$ cat src/rtl/fetch_unit.sv
// Single-issue instruction fetch stage: reads a 16-entry program ROM, folds JMPs
// into the pc, and presents each other instruction on a valid/ready output register.
module fetch_unit (
   input  logic        clk,
   input  logic        rst_n,
   input  logic        run,
   output logic [3:0]  address,
   input  logic [15:0] instruction,
   output logic [15:0] ir,
   output logic [3:0]  ir_pc,
   output logic        ir_valid,
   input  logic        ir_ready,
   input  logic        redirect_valid,
   input  logic [3:0]  redirect_addr,
   output logic [7:0]  issue_count,
   output logic [1:0]  state
);

   // Handshake: ir/ir_pc transfer on a rising edge where ir_valid=1 and
   // ir_ready=1; while ir_valid=1 and ir_ready=0 the payload is frozen.
   typedef enum logic [1:0] {
      S_IDLE  = 2'b00,
      S_FETCH = 2'b01,
      S_STALL = 2'b10
   } state_t;

   localparam logic [3:0] OP_JMP = 4'b1100;

   state_t      r_state;
   state_t      w_state_nxt;
   logic [3:0]  r_pc;
   logic [3:0]  w_pc_nxt;
   logic [15:0] r_ir;
   logic [15:0] w_ir_nxt;
   logic [3:0]  r_ir_pc;
   logic [3:0]  w_ir_pc_nxt;
   logic        r_ir_valid;
   logic        w_ir_valid_nxt;
   logic [7:0]  r_issue_count;
   logic [7:0]  w_issue_count_nxt;

   logic        w_slot_free;
   logic        w_fire;
   logic        w_is_jmp;

   assign w_slot_free = !r_ir_valid || ir_ready;
   assign w_fire      = (r_state != S_IDLE) && run && w_slot_free && !redirect_valid;
   assign w_is_jmp    = (instruction[15:12] == OP_JMP);

   // State register
   always_ff @(posedge clk) begin
      if (!rst_n) begin
         r_state <= S_IDLE;
      end else begin
         r_state <= w_state_nxt;
      end
   end

   // Next-state logic; a held ir must drain before stopping
   always_comb begin
      w_state_nxt = r_state;
      case (r_state)
         S_IDLE: begin
            if (run) begin
               w_state_nxt = S_FETCH;
            end
         end
         S_FETCH: begin
            if (!run && w_slot_free) begin
               w_state_nxt = S_IDLE;
            end else if (r_ir_valid && !ir_ready) begin
               w_state_nxt = S_STALL;
            end
         end
         S_STALL: begin
            if (!run && w_slot_free) begin
               w_state_nxt = S_IDLE;
            end else if (ir_ready) begin
               w_state_nxt = S_FETCH;
            end
         end
         default: begin
            w_state_nxt = S_IDLE;
         end
      endcase
   end

   // Datapath next values; redirect outranks any fetch in the same cycle
   always_comb begin
      w_pc_nxt          = r_pc;
      w_ir_nxt          = r_ir;
      w_ir_pc_nxt       = r_ir_pc;
      w_ir_valid_nxt    = r_ir_valid;
      w_issue_count_nxt = r_issue_count;
      if (redirect_valid) begin
         w_pc_nxt       = redirect_addr;
         w_ir_valid_nxt = 1'b0;
      end else if (w_fire) begin
         if (w_is_jmp) begin
            w_pc_nxt       = instruction[3:0];
            w_ir_valid_nxt = 1'b0;
         end else begin
            w_ir_nxt          = instruction;
            w_ir_pc_nxt       = r_pc;
            w_ir_valid_nxt    = 1'b1;
            w_pc_nxt          = r_pc + 4'd1;
            w_issue_count_nxt = r_issue_count + 8'd1;
         end
      end else if (w_slot_free) begin
         w_ir_valid_nxt = 1'b0;
      end
   end

   always_ff @(posedge clk) begin
      if (!rst_n) begin
         r_pc          <= 4'd0;
         r_ir          <= 16'h0000;
         r_ir_pc       <= 4'd0;
         r_ir_valid    <= 1'b0;
         r_issue_count <= 8'd0;
      end else begin
         r_pc          <= w_pc_nxt;
         r_ir          <= w_ir_nxt;
         r_ir_pc       <= w_ir_pc_nxt;
         r_ir_valid    <= w_ir_valid_nxt;
         r_issue_count <= w_issue_count_nxt;
      end
   end

   assign address     = r_pc;
   assign ir          = r_ir;
   assign ir_pc       = r_ir_pc;
   assign ir_valid    = r_ir_valid;
   assign issue_count = r_issue_count;
   assign state       = r_state;

endmodule

$ cat config.mk
export PLATFORM = sky130hd
export DESIGN_NAME = fetch_unit
export DESIGN_NICKNAME = d
export VERILOG_FILES = /design/src/rtl/fetch_unit.sv
export SDC_FILE = /design/constraint.sdc
export NUM_CORES = 1
export LEC_CHECK = 0
export ABC_AREA = 1
export CAP_MARGIN = 20
export CORE_MARGIN = 3
export CORE_UTILIZATION = 44
export DETAILED_ROUTE_END_ITERATION = 12
export GPL_ROUTABILITY_DRIVEN = 1
export PLACE_DENSITY_LB_ADDON = 0.12
export SLEW_MARGIN = 10
export SYNTH_ARGS = -nofsm -noshare
export SYNTH_HDL_FRONTEND = slang
export SYNTH_SLANG_ARGS = --single-unit
export TNS_END_PERCENT = 50
$ cat constraint.sdc
create_clock -name clk -period 1.7 [get_ports clk]
set_clock_uncertainty 0.1 [all_clocks]
set_input_delay 0.34 -clock clk [delete_from_list [all_inputs] [get_ports clk]]
set_output_delay 0.34 -clock clk [all_outputs]
set_load 0.02 [all_outputs]
==> reports/summary.md <==
The worst setup path is launched from a flip-flop. The first global-routing pass estimated 6780 um of wire. The worst path uses 97.9% of the clock period. The H-tree depth was 2.

For flop-to-flop paths, the worst setup slack is 290 ps. The length in cells of the worst reg-to-reg path works out to 8. The buffer cell driving the clock tree root is sky130_fd_sc_hd__clkbuf_8. At the worst endpoint, the required time is 1260 ps. The logs give 3170 um for the detailed placement HPWL and 0 for the count of nets left with antenna violations after detail routing. The post-detailed-route wirelength per cell was 11.6 um. The tools report the destination of the worst hold path as ir[10]. The number of clock buffers added by TritonCTS is 5. For this run, design rule violations remaining after detail routing come to 0. Row generation in the floorplan step produced 21 rows. For the netlist area before placement, the log shows 0.00165 mm2. The fraction of layout instances using a drive strength above 1 was 13.8%.

Setup violations remaining at the end of the flow were counted as 0. Worst-path cell with the longest stage delay: sky130_fd_sc_hd__clkdlybuf4s50_1. The max-slew violation count was 0. During placement, the flow inserted port buffers numbering 59.

Power comes to 1790 uW. The die extent in x was 67.2 um; the first-pass iteration count of the detailed router was 5. The flip-flop and latch count after synthesis is 35. Largest fanout on the critical path: 2. In the post-synthesis netlist, the biggest area contributors are sky130_fd_sc_hd__dfxtp_1, sky130_fd_sc_hd__nor2_1, sky130_fd_sc_hd__nand2_1. The logs give 76 for the initial DRC count and 21 for the maximum number of pins on one net before global-route repair. Counting the fill cells in the layout gives 299. Library cell occupying the most area in the post-synthesis netlist: sky130_fd_sc_hd__dfxtp_1.

The die covers 0.00451 mm2. The tools report the register cell area after layout as 701 um2. The post-layout minimum cycle time is 1670 ps, and the detailed-route via count is 1,694. The run finished with clean final reports. The final wirelength was 4170 um.

CTS saw 35 sinks. STA classifies the critical path endpoint as a primary output. The number of antenna violations at the first check in global routing is 0. After clock tree synthesis, the clock-pin slew on the worst setup and hold paths is 70 ps. The per-instance average area after synthesis came out at 7.13 um2.

The final global-route overflow total was 0. The critical path's largest stage delay was 600 ps. The tools report the number of hold violations in the final report as 0. The worst hold path begins at ir[10]. The logs give 1,501 for the via count of the first global-routing pass and 0.000437 V for the worst-case vdd ir drop.

The top cell type by area accounts for 42.6% of the synthesized area. The finished layout holds 358 standard cells, fillers aside. The final weighted congestion in routability-driven placement was 0.803.

The leakage dissipation is 0.00127 uW. For the pin with the worst max-slew slack, the measured transition is 318 ps. The critical path goes through clkdlybuf4s50_1. The logs give 78.7% for the headroom to the max-slew limit and 0 for the number of buffers inserted by post-CTS setup repair. During synthesis, Yosys emitted a total of 0 warnings.

Setup repair after global routing left no endpoint under its margin. The kind of critical path was flip-flop to primary output. The floorplan step set the die height to 67.2 um. In this run the critical register-to-register path is launched from state[1]. Compared with the post-synthesis result, the final layout area differs by 54.7%. Once placement completed, the tool counted placed cells totaling 350.

Summing the sequential cell areas from Yosys gives 42.6% of the chip area. The worst hold path was traced through 2 stages. Reg-to-reg critical path endpoint: ir_pc[3].

The run gives 0.00347 mm2 as the core area. The kind of cell adding the most delay to the critical path is buffers and inverters. Summing all multi-input logic gate instances after layout gives 812 um2. The repair_antennas step left the layout with diodes totalling 0.

Static timing analysis puts the maximum clock frequency at 601 MHz. For the global router's overall resource usage, the log shows 19.7%. The tightest min-delay check is of the flip-flop to flip-flop type. The synthesized instance count is 231, and the power per unit of standard cell area is 701 mW/mm2. The number of buffers and inverters on the critical path was 1. When the netlist entered floorplanning its net count stood at 258. The number of nets in the finished design was 338; the via count normalized by instance count was 4.73. The tool flagged a number of max-cap violations equal to 0.

TritonCTS built the clock tree. Largest buffer count on any clock path: 2. Yosys mapped the design onto 29 distinct sky130hd cell types.

The endpoint arrival time on the critical path was 1230 ps; the boundary pin count was 60. Once the floorplan was initialized, standard cells occupied 47.5% of the core. The clock reaches the later pin of the worst-skew pair after 280 ps.
## area by class of cell
type	count	area share [%]
Clock buffer	8	3.93
Inverter	18	2.65
Multi-Input combinational cell	170	31.9
Sequential cell	35	27.5
Tap cell	46	2.26
Timing Repair Buffer	81	31.8
## routing by layer
layer	share of wire (%)	vias up	GRT usage [%]	wire length (um)
met1	47	749	25.0	1940
li1	-	899	-	-
met4	0.31	0	4.56	13
met2	47	44	32.6	1970
met5	0	-	0	0
met3	5.7	2	5.99	238
## worst reg2reg max path, delay by kind of cell (launching register included)
family          cells  cell delay [ps]
simple gates        5              410
flops               1              350
buf+inv             2              280
compound gates      1              170
## stage by stage
stage,setup WS (ps),setup TNS [ps],hold WS (ps),utilization (%),instance area [um2]
3_3_place_gp,-40.1,-711,362,70.1,2430
6_report,34.9,0,378,73.4,2550
3_5_place_dp,-70.4,-1490,371,70.1,2430
4_1_cts,2.76,0,387,72.7,2520
5_1_grt,1.51,0,407,73.4,2550
2_1_floorplan,247,0,364,-,1650
## cell families after synthesis
| logic type | count (synthesis) | synth area share (%) |
|---|---|---|
| AOI/OAI and AO/OA | 41 | 12.8 |
| xor gates and xnor gates | 3 | 1.60 |
| adders and majority gates | 2 | 1.52 |
| buffers and inverters | 26 | 8.13 |
| DFF | 35 | 42.6 |
| muxes | 1 | 0.608 |
| and+or+nand+nor | 123 | 32.8 |
## state kept, by name, summed over array words and instances, names as in the netlist
signal / count
ir: 16
issue_count: 8
address: 4
ir_pc: 4
state: 2
ir_valid: 1
## synthesized netlist by cell type (all sizes together)
cell,count
nand3,12
clkinv,1
nor2,54
a21oi,15
nand3b,2
xnor2,1
nand2,51
buf,5
ha,2
nand4,3
mux2i,1
clkbuf,3
dfxtp,35
o21ai,24
or2,1
xor2,2
inv,17
o211ai,2
## layout by cell type (no fill, tap or decap), drive strengths merged, types with 3 or more instances in the layout
cell | netlist | routed
nor2 | 54 | 54
dlygate4sd2 | 0 | 9
nand4 | 3 | 3
o21ai | 24 | 24
dfxtp | 35 | 35
a21oi | 15 | 15
clkdlybuf4s50 | 0 | 39
nand3 | 12 | 12
inv | 17 | 17
dlymetal6s2s | 0 | 11
clkbuf | 3 | 8
buf | 5 | 22
nand2 | 51 | 51
## timing repair
item	in CTS	in global routing
hold buffers	0	0
resized for setup	9	11
pin swaps	0	0
endpoints found under the setup margin	9	11
## worst max path at each step
stage / startpoint / end / cells past startpoint
floorplan: state[1] / ir_pc[2] / 9
global route: ir[4] / ir[4] / 1
global placement: run / issue_count[7] / 7
detailed placement: ir_ready / ir[0] / 8
CTS: issue_count[2] / issue_count[2] / 1
finish: ir[0] / ir[0] / 1
## power by group
part	total (uW)	switching, uW	leakage (uW)	internal [uW]
combinational	281	136	0.000934	145
sequential	852	11.8	0.000284	840
clock	653	284	0.0000515	370
Power figures use the tool's default switching activity.
